--- src/rtl/ram_port_arbiter.sv ---
// ram_port_arbiter: shares one synchronous, byte-masked data RAM between the
// core load/store path (port 0) and the debug/program loader (port 1).
// One transaction is in flight at a time and takes three cycles:
// IDLE (grant/handshake) -> ISSUE (RAM access) -> RESP (response pulse).
// Ties go round-robin, or always to port 0 when FIXED_PRIO is set.
module ram_port_arbiter #(
    parameter int ADDR_W     = 32,
    parameter int DATA_W     = 32,
    parameter int MASK_W     = 4,   // one bit per byte lane: DATA_W/8
    parameter int FIXED_PRIO = 0
) (
    input  logic              clk,
    input  logic              reset_n,

    input  logic              p0_valid,
    output logic              p0_ready,
    input  logic [ADDR_W-1:0] p0_addr,
    input  logic [DATA_W-1:0] p0_wdata,
    input  logic [MASK_W-1:0] p0_wr_mask,
    output logic              p0_rvalid,
    output logic [DATA_W-1:0] p0_rdata,

    input  logic              p1_valid,
    output logic              p1_ready,
    input  logic [ADDR_W-1:0] p1_addr,
    input  logic [DATA_W-1:0] p1_wdata,
    input  logic [MASK_W-1:0] p1_wr_mask,
    output logic              p1_rvalid,
    output logic [DATA_W-1:0] p1_rdata,

    output logic              ram_en,
    output logic [ADDR_W-1:0] ram_addr,
    output logic [DATA_W-1:0] ram_wdata,
    output logic [MASK_W-1:0] ram_wr_mask,
    input  logic [DATA_W-1:0] ram_rdata
);

    typedef enum logic [1:0] {
        S_IDLE  = 2'd0,
        S_ISSUE = 2'd1,
        S_RESP  = 2'd2
    } state_e;

    state_e            state_q, state_d;
    logic              last_grant_q, last_grant_d;   // port that won the previous handshake
    logic              gnt_id_q, gnt_id_d;           // port owning the in-flight transaction
    logic [ADDR_W-1:0] addr_q, addr_d;
    logic [DATA_W-1:0] wdata_q, wdata_d;
    logic [MASK_W-1:0] mask_q, mask_d;
    logic [DATA_W-1:0] p0_rdata_q, p0_rdata_d;
    logic [DATA_W-1:0] p1_rdata_q, p1_rdata_d;

    logic              win_valid;
    logic              win_id;
    logic              grant_ok;
    logic [DATA_W-1:0] resp_data;

    // The RAM bus always shows the latched request; it only changes at a
    // handshake, so address and write data hold their last values otherwise.
    assign ram_addr  = addr_q;
    assign ram_wdata = wdata_q;

    // A write is acknowledged with zero data; a read returns the RAM word.
    assign resp_data = (mask_q == '0) ? ram_rdata : '0;

    // Winner selection from the current valids; ties depend on the policy.
    always_comb begin
        win_valid = p0_valid | p1_valid;
        win_id    = 1'b0;
        if (p0_valid && p1_valid) begin
            win_id = (FIXED_PRIO != 0) ? 1'b0 : ~last_grant_q;
        end else if (p1_valid) begin
            win_id = 1'b1;
        end
    end

    // Ready is combinational, so it is also masked by reset to keep every
    // output low while reset_n is asserted.
    assign grant_ok = reset_n & win_valid;

    // Next-state logic and all sequencer outputs.
    always_comb begin
        state_d      = state_q;
        last_grant_d = last_grant_q;
        gnt_id_d     = gnt_id_q;
        addr_d       = addr_q;
        wdata_d      = wdata_q;
        mask_d       = mask_q;
        p0_rdata_d   = p0_rdata_q;
        p1_rdata_d   = p1_rdata_q;

        p0_ready     = 1'b0;
        p1_ready     = 1'b0;
        p0_rvalid    = 1'b0;
        p1_rvalid    = 1'b0;
        p0_rdata     = p0_rdata_q;
        p1_rdata     = p1_rdata_q;
        ram_en       = 1'b0;
        ram_wr_mask  = '0;

        case (state_q)
            S_IDLE: begin
                if (grant_ok) begin
                    p0_ready     = ~win_id;
                    p1_ready     = win_id;
                    gnt_id_d     = win_id;
                    last_grant_d = win_id;
                    addr_d       = win_id ? p1_addr    : p0_addr;
                    wdata_d      = win_id ? p1_wdata   : p0_wdata;
                    mask_d       = win_id ? p1_wr_mask : p0_wr_mask;
                    state_d      = S_ISSUE;
                end
            end
            S_ISSUE: begin
                ram_en      = 1'b1;
                ram_wr_mask = mask_q;
                state_d     = S_RESP;
            end
            S_RESP: begin
                if (gnt_id_q) begin
                    p1_rvalid  = 1'b1;
                    p1_rdata   = resp_data;
                    p1_rdata_d = resp_data;
                end else begin
                    p0_rvalid  = 1'b1;
                    p0_rdata   = resp_data;
                    p0_rdata_d = resp_data;
                end
                state_d = S_IDLE;
            end
            default: begin
                state_d = S_IDLE;
            end
        endcase
    end

    // State and request registers; reset drops any in-flight transaction.
    always_ff @(posedge clk or negedge reset_n) begin
        if (!reset_n) begin
            state_q      <= S_IDLE;
            last_grant_q <= 1'b1;
            gnt_id_q     <= 1'b0;
            addr_q       <= '0;
            wdata_q      <= '0;
            mask_q       <= '0;
            p0_rdata_q   <= '0;
            p1_rdata_q   <= '0;
        end else begin
            state_q      <= state_d;
            last_grant_q <= last_grant_d;
            gnt_id_q     <= gnt_id_d;
            addr_q       <= addr_d;
            wdata_q      <= wdata_d;
            mask_q       <= mask_d;
            p0_rdata_q   <= p0_rdata_d;
            p1_rdata_q   <= p1_rdata_d;
        end
    end

endmodule
--- config.mk ---
export PLATFORM = sky130hd
export DESIGN_NAME = ram_port_arbiter
export DESIGN_NICKNAME = d
export VERILOG_FILES = /design/src/rtl/ram_port_arbiter.sv
export SDC_FILE = /design/constraint.sdc
export NUM_CORES = 1
export LEC_CHECK = 0
export BUFFER_PORTS_ARGS = -buffer_cell sky130_fd_sc_hd__buf_2
export CAP_MARGIN = 20
export CORE_ASPECT_RATIO = 1.2
export CORE_MARGIN = 4
export CORE_UTILIZATION = 25
export CTS_CLUSTER_DIAMETER = 40
export DETAILED_ROUTE_END_ITERATION = 8
export PLACE_DENSITY_LB_ADDON = 0.15
export SYNTH_ARGS = -nofsm -noshare
export SYNTH_HDL_FRONTEND = slang
export SYNTH_SLANG_ARGS = --single-unit
--- constraint.sdc ---
create_clock -name clk -period 1.5 [get_ports clk]
set_input_delay 0.075 -clock clk [delete_from_list [all_inputs] [get_ports clk]]
set_output_delay 0.075 -clock clk [all_outputs]
set_load 0.01 [all_outputs]
======== Word-level counts from Yosys, hierarchy flattened ========
Index checks and enable logic that the tools add are counted.
storage, ports and cells
  flip-flop bits (word level) ............. 136
  input bits .............................. 172
  output and inout bits ................... 137
  logic and storage cells ................. 41
cells by class
  equality and inequality tests ........... 3
  mux-type cells .......................... 22
  bitwise logic cells ..................... 4
  reductions and logical operators ........ 4
operator list
  operator            number
  $mux 32             7
  $mux 1              11
  $mux 4              2
  $logic_not 4->1     1
  $pmux 2 s2          1
  $eq 2x1->1 const B  1
  $eq 2x2->1 const B  1
  $logic_not 2->1     1
  $mux 2              1
  $ne 2x2->1 const B  1
  $not 1->1           2
  $reduce_and 2->1    1
  $and 1x1->1         1
  $logic_and 1x1->1   1
  $or 1x1->1          1

======== Depth between registers and ports, before layout ========
Gate-level depths: netlist of the first run.
  depth in word-level cells ............... 5
  mapped depth ............................ 7
  depth with buffers taken out ............ 4

======== Worst setup path before layout of the first run ========
No wires, ideal clock.
  path kind ............................... register to register
  from .................................... register mask_q[2]
  to ...................................... register p1_rdata_q[19]
  library setup time ...................... 0.148 ns
  arrival ................................. 1.493 ns
  required time ........................... 1.352 ns
  slack ................................... -0.140 ns
  stages on the path, launching flop included .. 5
  path buffers ............................ 1
  clock period less this slack ............ 1.640 ns
  path through ............................ dfrtp_1 > nor4_2 > clkbuf_1 > nand2_1 > o21ai_0
on the way
  cells in the longest elaborated chain, start to end .. 4
RTL lines
  item                    RTL line  RTL
  from (decl)             49        logic [MASK_W-1:0] mask_q, mask_d;
  from (signal assigned)  154       mask_q <= mask_d;
  $logic_not 4->1         64        assign resp_data = (mask_q == '0) ? ram_rdata : '0;
  $mux 32                 64
  $mux 32 (2 in a row)    n/a
  via p1_rdata[19]        29        output logic [DATA_W-1:0] p1_rdata,
  to (signal assigned)    156       p1_rdata_q <= p1_rdata_d;
  to (decl)               51        logic [DATA_W-1:0] p1_rdata_q, p1_rdata_d;
The timed path passes the listed nets, and every way through them passes these cells.
A chain may end at the register's enable or synchronous reset.

======== Final worst setup path of the first run ========
  from .................................... register mask_q[2]
  to ...................................... output p1_rdata[0]
on the way
  cells in the longest elaborated chain, start to end .. 4
RTL lines
  item             RTL line  RTL
  $logic_not 4->1  64
  $mux 32          64
  $mux 32          120       if (gnt_id_q) begin
  $mux 32          101       case (state_q)
  to (decl)        29
Every way passes these cells.

==> results of run 1 <==
-- cells by family (layout without fill, tap and decap cells) --
family	Yosys count	after routing	share of synthesized area [%]
DFF	136	136	57.9
and+or+nand+nor	248	252	19.9
buffers and inverters	60	574	4.81
AOI/OAI and AO/OA	135	135	17.4
-- timing repair --
| action | CTS | global route |
|---|---|---|
| pin swaps | 75 | 58 |
| gates resized for setup | 170 | 143 |
| hold endpoints to repair | 246 | 0 |
| setup endpoints to repair | 157 | 172 |
| hold buffers | 98 | 0 |
| setup buffers | 29 | 38 |
| cloned | 17 | 10 |
-- worst paths after layout --
kind	startpoint	endpoint	slack (ns)	cells past startpoint
worst min-delay path	p0_addr[30]	ram_addr[30]	0.04	4
max in group asynchronous	reset_n	ram_addr[28]	0.67	3
worst min register to register	p1_rdata_q[27]	p1_rdata_q[27]	0.46	2
worst max-delay path	mask_q[2]	p1_rdata[0]	-0.50	6
min in group asynchronous	reset_n	ram_wdata[20]	0.37	3
worst max register to register	state_q[0]	ram_addr[7]	-0.33	8
-- worst max-delay path, cell delays in order (launching register included) --
cell and delay, ns:
dfrtp_1 0.40, nor4_4 0.34, buf_6 0.18, clkbuf_16 0.17, nand2_2 0.09, o21ai_2 0.17
buf_2 0.17
-- cell usage after synthesis (4+ instances only) --
library cell / number / area (um2)
a221o_1: 68 / 681
and2_1: 4 / 25.0
buf_2: 13 / 65.1
buf_6: 5 / 56.3
clkbuf_1: 37 / 139
dfrtp_1: 135 / 3380
inv_1: 4 / 15.0
nand2_1: 165 / 619
nor3_1: 48 / 240
nor3_2: 20 / 200
o21ai_0: 60 / 300
o21ai_1: 5 / 25.0
-- metrics by stage --
step | hold WS (ns) | setup WS, ns | std cells
6_report | 0.0443 | -0.499 | 1412
5_1_grt | 0.0406 | -0.602 | 1412
2_1_floorplan | -0.221 | -0.118 | 579
3_3_place_gp | 0.0901 | -0.121 | 1205
4_1_cts | 0.00779 | -0.508 | 1381
3_5_place_dp | 0.0867 | -0.182 | 1205
-- report_power, final --
group	internal, mW	switching [mW]
combinational	3.70	3.71
sequential	4.93	0.569
clock	2.46	1.75
total	11.1	6.03
-- state kept, by name (all words and copies together) (netlist names) --
signal / count
p0_rdata_q: 32
p1_rdata_q: 32
ram_addr: 32
ram_wdata: 32
mask_q: 4
state_q: 2
gnt_id_q: 1
last_grant_q: 1
-- layout make-up --
| class | count | area share (%) |
|---|---|---|
| timing repair buffer | 538 | 36.3 |
| sequential | 136 | 28.7 |
| multi-input combinational | 387 | 26.7 |
| clock buffer | 18 | 3.61 |
| tap | 315 | 3.32 |
| clock inverter | 14 | 1.25 |
| inverter | 4 | 0.211 |
-- per-layer routing --
metal | vias up | routed length [um] | track usage (%) | part of all wire (%)
li1 | 3112 | - | - | -
met1 | 3227 | 11100 | 24.0 | 42
met2 | 248 | 13200 | 30.5 | 50
met3 | 35 | 1750 | 5.52 | 6.6
met4 | 6 | 485 | 5.85 | 1.8
met5 | - | 28 | 0 | 0.11
==> results.md, run 1 <==
* Yosys reg bits at 136
* Crit Path Class: reg -> out
* Reg area at 3400 um2
* TNS Setup at -45.55 ns
* Chip width at 148 um
* Worst-path clk slew at 0.06 ns
* Post-Syn Area at 5880 um2
* Total CTS buffers at 17
* Multi-input logic area at 3170 um2
* Ys Warns at 0
* Via count at 6628
* Synth unique cells at 23
* CTS Root Cell: clkbuf_16
* GRT Total Usage at 18.7%
* First-pass GRT wire length at 38300 um
* N_diodes at 0
* Most common cell after layout, fill and taps aside: buf_2
* Vias in the first global route at 6757
* Most frequent cells in the layout: buf_2 (294), dfrtp_1 (135), nand2_1 (131)
* Arrival @ worst endpoint at 1.92 ns
* Leak pwr at 5.80 nW
* Period utilization at 133%
* Worst setup SP type: flop
* Final antenna-violating net count at 0
* DRT Wirelength at 26600 um
* Die Area at 26000 um2
* Failing checks: setup timing
* CP max FO at 8
* Global route overflow at 0
* Drt via density at 4.69
* Unrepaired setup endpoints after global routing: yes
* Worst-margin pin slew at 0.492 ns
* I/O Buffers at 308
* Final Hold Vio Count at 0
* Final Max Tran Viols at 0
* Top FF cell, synth: dfrtp_1
* Critical Path End Type: output port
* Clock sink count at 136
* Std cell rows at 61
* Chip height at 176 um
* Area grow syn2layout at 102%
* Final #Nets at 1256
* Ports at 309
* Total nets after synthesis at 751
* WL/cell at 18.8 um
* Max Cap Viol at 0
* EDFF count, synth at 0
* Slew margin rel. at 67.1%
* DR pass1 iterations at 4
* Minimum clock period at 2.00 ns
* Avg Inst Size Synth at 10.2 um2
* Peak VDD IR at 501 uV
* Ys async rst share at 100%
* CTS tree: done
* HPWL after DPL at 15100 um
* Clk Latency, worst-skew pair at 0.42 ns
* Design Power at 17.1 mW
* Share of layout cells above drive strength 1 at 59.5%
* Hold Path Class: in -> reg
* Setup-failing EPs final at 160
* Area after DPL at 8190 um2
* Util after Layout at 51.2%
* Status: finished with violations
* Largest net degree at the start of global routing at 88
* Longest Clk Path Bufs at 2
* PwrDens at 1440 nW/um2
* # fillers at 2153
* Final WS setup at -0.499 ns
* CORE AREA at 23200 um2
* Drc violations at 0
* Post-route cell area at 11900 um2
* Setup Skew at 0.0101 ns
* Worst endpoint required time at 1.42 ns
* Max Fclk at 500 MHz
* Initial core utilization at 25.3%
* Antenna violations before repair at 3
* Iter 0 DRT Violations at 266
* Htree depth at 4
* Gpl congestion at 0.746
* Synthesized instance count at 579
* Seq/Total Area, Yosys at 57.9%
Note: power is estimated with default switching activity, not from simulation.
==> inputs of run 2 (changes only) <==
--- a/config.mk
+++ b/config.mk
@@ -13,6 +13,7 @@
 export CTS_CLUSTER_DIAMETER = 40
 export DETAILED_ROUTE_END_ITERATION = 8
 export PLACE_DENSITY_LB_ADDON = 0.15
+export SETUP_SLACK_MARGIN = 0.02
 export SYNTH_ARGS = -nofsm -noshare
 export SYNTH_HDL_FRONTEND = slang
 export SYNTH_SLANG_ARGS = --single-unit
==> run 2 against run 1 <==
The flow still finishes with violations (setup timing). Hold slack lost 0.017 ns. Power increased by 2.5%. Critical path depth stayed put. Die area did not move. Via count is 0.86% higher. Critical path type unchanged. Highest routed layer unchanged.
==> results.md, run 2 (same netlist as run 1, synthesis figures left out) <==
* Status: finished with violations
* Failing checks: setup timing
* Critical Path End Type: output port
* Slew margin rel. at 58.5%
* Antenna violations before repair at 1
* CTS Root Cell: clkbuf_16
* Ports at 309
* First-pass GRT wire length at 36900 um
* Gate power share at 43.0%
* Std cell rows at 61
* Chip width at 148 um
* Reg area at 3400 um2
* Htree depth at 4
* WL/cell at 19.3 um
* # fillers at 2143
* Minimum clock period at 1.98 ns
* Largest net degree at the start of global routing at 109
* Worst-path clk slew at 0.06 ns
* Period utilization at 132%
* Psw at 6.10 mW
* Hold Path Class: in -> reg
* Clock sink count at 136
* Gpl congestion at 0.747
* Setup Skew at 0.00886 ns
* Initial core utilization at 25.3%
* Die Area at 26000 um2
* Area grow syn2layout at 98.9%
* Most common cell after layout, fill and taps aside: buf_2
* Sw Ratio at 34.8%
* Clk Latency, worst-skew pair at 0.41 ns
* CP max FO at 8
* HPWL after DPL at 14500 um
* Vias in the first global route at 6832
* Max Fclk at 505 MHz
* PwrDens at 1500 nW/um2
* Max Cap Viol at 0
* Share of layout cells above drive strength 1 at 59.1%
* Sequential share of power at 31.9%
* Final antenna-violating net count at 0
* Setup-failing EPs final at 170
* Final WS setup at -0.480 ns
* Worst setup SP type: flop
* Unrepaired setup endpoints after global routing: yes
* Final Hold Vio Count at 0
* Cell count after placement at 1197
* DR pass1 iterations at 7
* Worst-margin pin slew at 0.623 ns
* Most frequent cells in the layout: buf_2 (291), dfrtp_1 (135), nand2_1 (109)
* I/O Buffers at 308
* Peak VDD IR at 777 uV
* Multi-input logic area at 2970 um2
* Drt via density at 4.74
* Leak pwr at 5.74 nW
* Global route overflow at 0
* Drc violations at 0
* Worst endpoint required time at 1.42 ns
* Via count at 6685
* Critical path's largest stage delay at 0.44 ns
* Critical path, cell by cell: or3b_4 -> buf_12 -> clkbuf_16 -> nand2_1 -> o21ai_2 -> buf_2
* Crit Path Class: reg -> out
* GRT Total Usage at 17.9%
* Total CTS buffers at 17
* Final Max Tran Viols at 0
* CORE AREA at 23200 um2
* Crit path max-delay cell type: or3b_4
* Arrival @ worst endpoint at 1.91 ns
* Clock share of power at 25.1%
* Chip height at 176 um
* Iter 0 DRT Violations at 199
* Finished Layout Cells at 1411
* CTS tree: done
* Longest Clk Path Bufs at 2
* Cell Int Power at 11.4 mW
* Dpl ws at -0.113 ns
* Final #Nets at 1254
* DRT Wirelength at 27300 um
[run 2: changes by cell type in the layout (fill, tap and decap cells not counted), sizes merged, moves of 3 or more]
cell / before / now
dlygate4sd3: 98 / 101
buf: 433 / 424
or3b: 6 / 3
clkbuf: 25 / 31
clkinv: 5 / 2
[run 2: what timing repair did]
action	4_1_cts	5_1_grt
endpoints found under the setup margin	150	170
setup buffers	19	39
hold buffers	101	0
hold endpoints to repair	242	0
gates resized for setup	99	146
pin swaps	16	55
cloned	8	21
[run 2: path summary, 6_finish.rpt]
path / from / endpoint / slack (ns) / cells after the start
min: p0_addr[20] / ram_addr[20] / 0.03 / 4
min in group asynchronous: reset_n / state_q[0] / 0.39 / 3
max: gnt_id_q / p0_rdata[6] / -0.48 / 6
min reg2reg: p0_rdata_q[31] / p0_rdata_q[31] / 0.47 / 2
max reg2reg: state_q[1] / ram_wdata[8] / -0.42 / 8
max in group asynchronous: reset_n / ram_wdata[21] / 0.59 / 3
[run 2: metrics by stage]
stage          util [%]  TNS [ns]  total power [mW]  cell area (um2)  hold WS, ns
3_3_place_gp       35.2     -5.26              10.6             8170        0.163
5_1_grt            50.4    -70.92              18.5            11700       0.0306
6_report           50.4    -56.62              17.5            11700       0.0270
4_1_cts            45.2    -50.25              16.0            10500     0.000292
2_1_floorplan         -    -0.399              7.96             5950       -0.221
3_5_place_dp       35.2     -7.27              10.6             8170        0.154
[run 2: cell type report]
cell class | instances | area share, %
clock buffers | 19 | 3.79
multi-input cells | 385 | 25.4
inverters | 4 | 0.214
clock inverters | 13 | 1.43
flip-flops and latches | 136 | 29.1
diodes | 1 | 0.0214
well taps | 315 | 3.37
repair buffers | 538 | 36.6
[run 2: metal layers]
metal	wire, um	vias to the layer above	global-route usage [%]
li1	-	3095	-
met1	10600	3253	21.9
met2	14200	302	30.6
met3	1900	33	4.96
met4	527	2	5.39
met5	13	-	0
[run 2: worst max-delay path: cells and delay by family (launching register included)]
| kind | cells | cell delay [ns] |
|---|---|---|
| buffers and inverters | 3 | 0.49 |
| AO/OA/AOI/OAI | 1 | 0.07 |
| AND/OR/NAND/NOR | 2 | 0.54 |
| flip-flops | 1 | 0.39 |
[run 2: power groups by stage]
| stage | clock (mW) | combinational [mW] | sequential [mW] |
|---|---|---|---|
| finish | 4.41 | 7.55 | 5.59 |
| global route | 4.69 | 8.10 | 5.71 |
| detailed placement | 0 | 5.16 | 5.47 |
| CTS | 4.55 | 6.02 | 5.45 |
| global placement | 0 | 5.12 | 5.50 |
| floorplan | 0 | 2.32 | 5.63 |
==> inputs of run 3 (changes only) <==
--- a/config.mk
+++ b/config.mk
@@ -7,7 +7,6 @@
 export LEC_CHECK = 0
 export BUFFER_PORTS_ARGS = -buffer_cell sky130_fd_sc_hd__buf_2
 export CAP_MARGIN = 20
-export CORE_ASPECT_RATIO = 1.2
 export CORE_MARGIN = 4
 export CORE_UTILIZATION = 25
 export CTS_CLUSTER_DIAMETER = 40
==> run 3 against run 2 <==
The flow still finishes with violations (setup timing). Via count up 0.15%. Critical path depth unchanged. Combinational power decreased by 1%. Sequential power about the same. Cell count shrank 0.57%. Register-to-register slack about the same. Routed wire length is 2.3% higher. First-iteration DRC count rose by 120%. Worst setup slack improved by 0.018 ns. Count of clock-buffer cells in the layout rose by 1.
==> results.md, run 3 (same netlist as run 1, synthesis figures left out) <==
* Status: finished with violations
* Failing checks: setup timing
* Psw at 6.18 mW
* Routed length on met2 at 13700 um
* Area after DPL at 8040 um2
* Ports at 309
* Met3 wire length at 2180 um
* Antenna violations before repair at 0
* Final #Nets at 1249
* I/O Buffers at 308
* Global route overflow at 0
* Slew margin rel. at 53.6%
* Chip height at 161 um
* Die Area at 26000 um2
* Peak VDD IR at 653 uV
* Cell Int Power at 11.0 mW
* Max Cap Viol at 0
* Top Layer Used: met4
* Worst R2R Start: state_q[0]
* Longest Clk Path Bufs at 2
* Worst endpoint required time at 1.42 ns
* Worst-margin pin slew at 0.696 ns
* Drc violations at 0
* Minimum clock period at 1.96 ns
* Dpl ws at -0.124 ns
* Arrival @ worst endpoint at 1.89 ns
* WL/cell at 19.9 um
* Htree depth at 4
* CP max FO at 8
* Clk Latency, worst-skew pair at 0.42 ns
* Gate power share at 43.5%
* Share of layout cells above drive strength 1 at 59.7%
* Final antenna-violating net count at 0
* Critical Path End Type: output port
* Worst setup SP type: flop
* Met1 Wirelength at 11400 um
* Hold Path Class: in -> reg
* Most common cell after layout, fill and taps aside: buf_2
* Setup Skew at 0.0109 ns
* Worst-path clk slew at 0.06 ns
* GRT Total Usage at 18.9%
* Worst setup path start: mask_q[2]
* Chip width at 161 um
* Most frequent cells in the layout: buf_2 (294), dfrtp_1 (135), nand2_1 (126)
* Clock sink count at 136
* Final WS setup at -0.462 ns
* Design Power at 17.1 mW
* Std cell rows at 55
* Post-route cell area at 12100 um2
* Final Hold Vio Count at 0
* Setup-failing EPs final at 150
* Final Max Tran Viols at 0
* CORE AREA at 22900 um2
* Unrepaired setup endpoints after global routing: yes
* DR pass1 iterations at 5
* Clock share of power at 24.1%
* Crit Path Class: reg -> out
* Vias in the first global route at 6859
* Via count at 6695
* N_diodes at 0
* DRT Wirelength at 27900 um
* Min-delay src: p0_wr_mask[2]
* Max Fclk at 510 MHz
* Leak pwr at 5.82 nW
* Area grow syn2layout at 106%
* Sequential share of power at 32.4%
* Gpl congestion at 0.768
* Util after Layout at 52.9%
* Iter 0 DRT Violations at 446
* Largest net degree at the start of global routing at 52
* Initial core utilization at 25.7%
* Drt via density at 4.77
* Total CTS buffers at 17
* First-pass GRT wire length at 38900 um
* HPWL after DPL at 14500 um
* CTS Root Cell: clkbuf_16
* Sw Ratio at 36.0%
* PwrDens at 1420 nW/um2
* Period utilization at 131%
* CTS tree: done
-- run 3: final timing paths --
| path | end | slack (ns) | depth (start not counted) |
|---|---|---|---|
| max | p0_rdata[28] | -0.46 | 6 |
| min | mask_q[2] | 0.03 | 4 |
| max reg2reg | ram_addr[12] | -0.42 | 9 |
| min reg2reg | p0_rdata_q[14] | 0.46 | 2 |
| max in group asynchronous | ram_addr[28] | 0.35 | 4 |
| min in group asynchronous | ram_wdata[12] | 0.31 | 3 |
-- run 3: what timing repair did --
item | CTS | global route
hold buffers | 101 | 0
gates resized for setup | 170 | 146
gates cloned | 21 | 16
setup buffers | 28 | 40
endpoints found under the hold margin | 206 | 0
setup endpoints to repair | 151 | 206
pin swaps | 56 | 75
-- run 3: worst max-delay path, stage by stage, from the launching register on --
cell     delay, ns
dfrtp_1       0.40
nor4_4        0.28
buf_6         0.19
buf_16        0.17
nand2_2       0.10
o21ai_2       0.16
buf_2         0.17
-- run 3: power by group through the flow --
stage	clock network [mW]	registers, mW	logic, mW
after global routing	4.40	5.67	8.00
after floorplan	0	5.63	2.32
final	4.14	5.56	7.45
after CTS	4.23	5.45	6.27
after detailed placement	0	5.47	4.95
after global placement	0	5.51	4.90
-- run 3: cell type report --
class,count,area (um2)
Clock inverter,12,114
Tap cell,313,392
Sequential cell,136,3400
Fill cell,2036,10800
Timing Repair Buffer,535,4540
Clock buffer,20,457
Inverter,4,25.0
Multi-Input combinational cell,383,3180
-- run 3: per-layer routing --
metal / global-route usage, % / up-vias
li1: - / 3090
met4: 4.92 / 0
met1: 24.0 / 3242
met5: 0 / -
met2: 32.0 / 319
met3: 5.41 / 44
-- run 3: stage by stage --
step	cells	setup TNS (ns)	hold WS (ns)
5_1_grt	1403	-63.24	0.0466
4_1_cts	1363	-52.69	0.00624
3_3_place_gp	1182	-4.46	0.198
2_1_floorplan	579	-0.399	-0.221
6_report	1403	-52.94	0.0287
3_5_place_dp	1182	-5.90	0.180
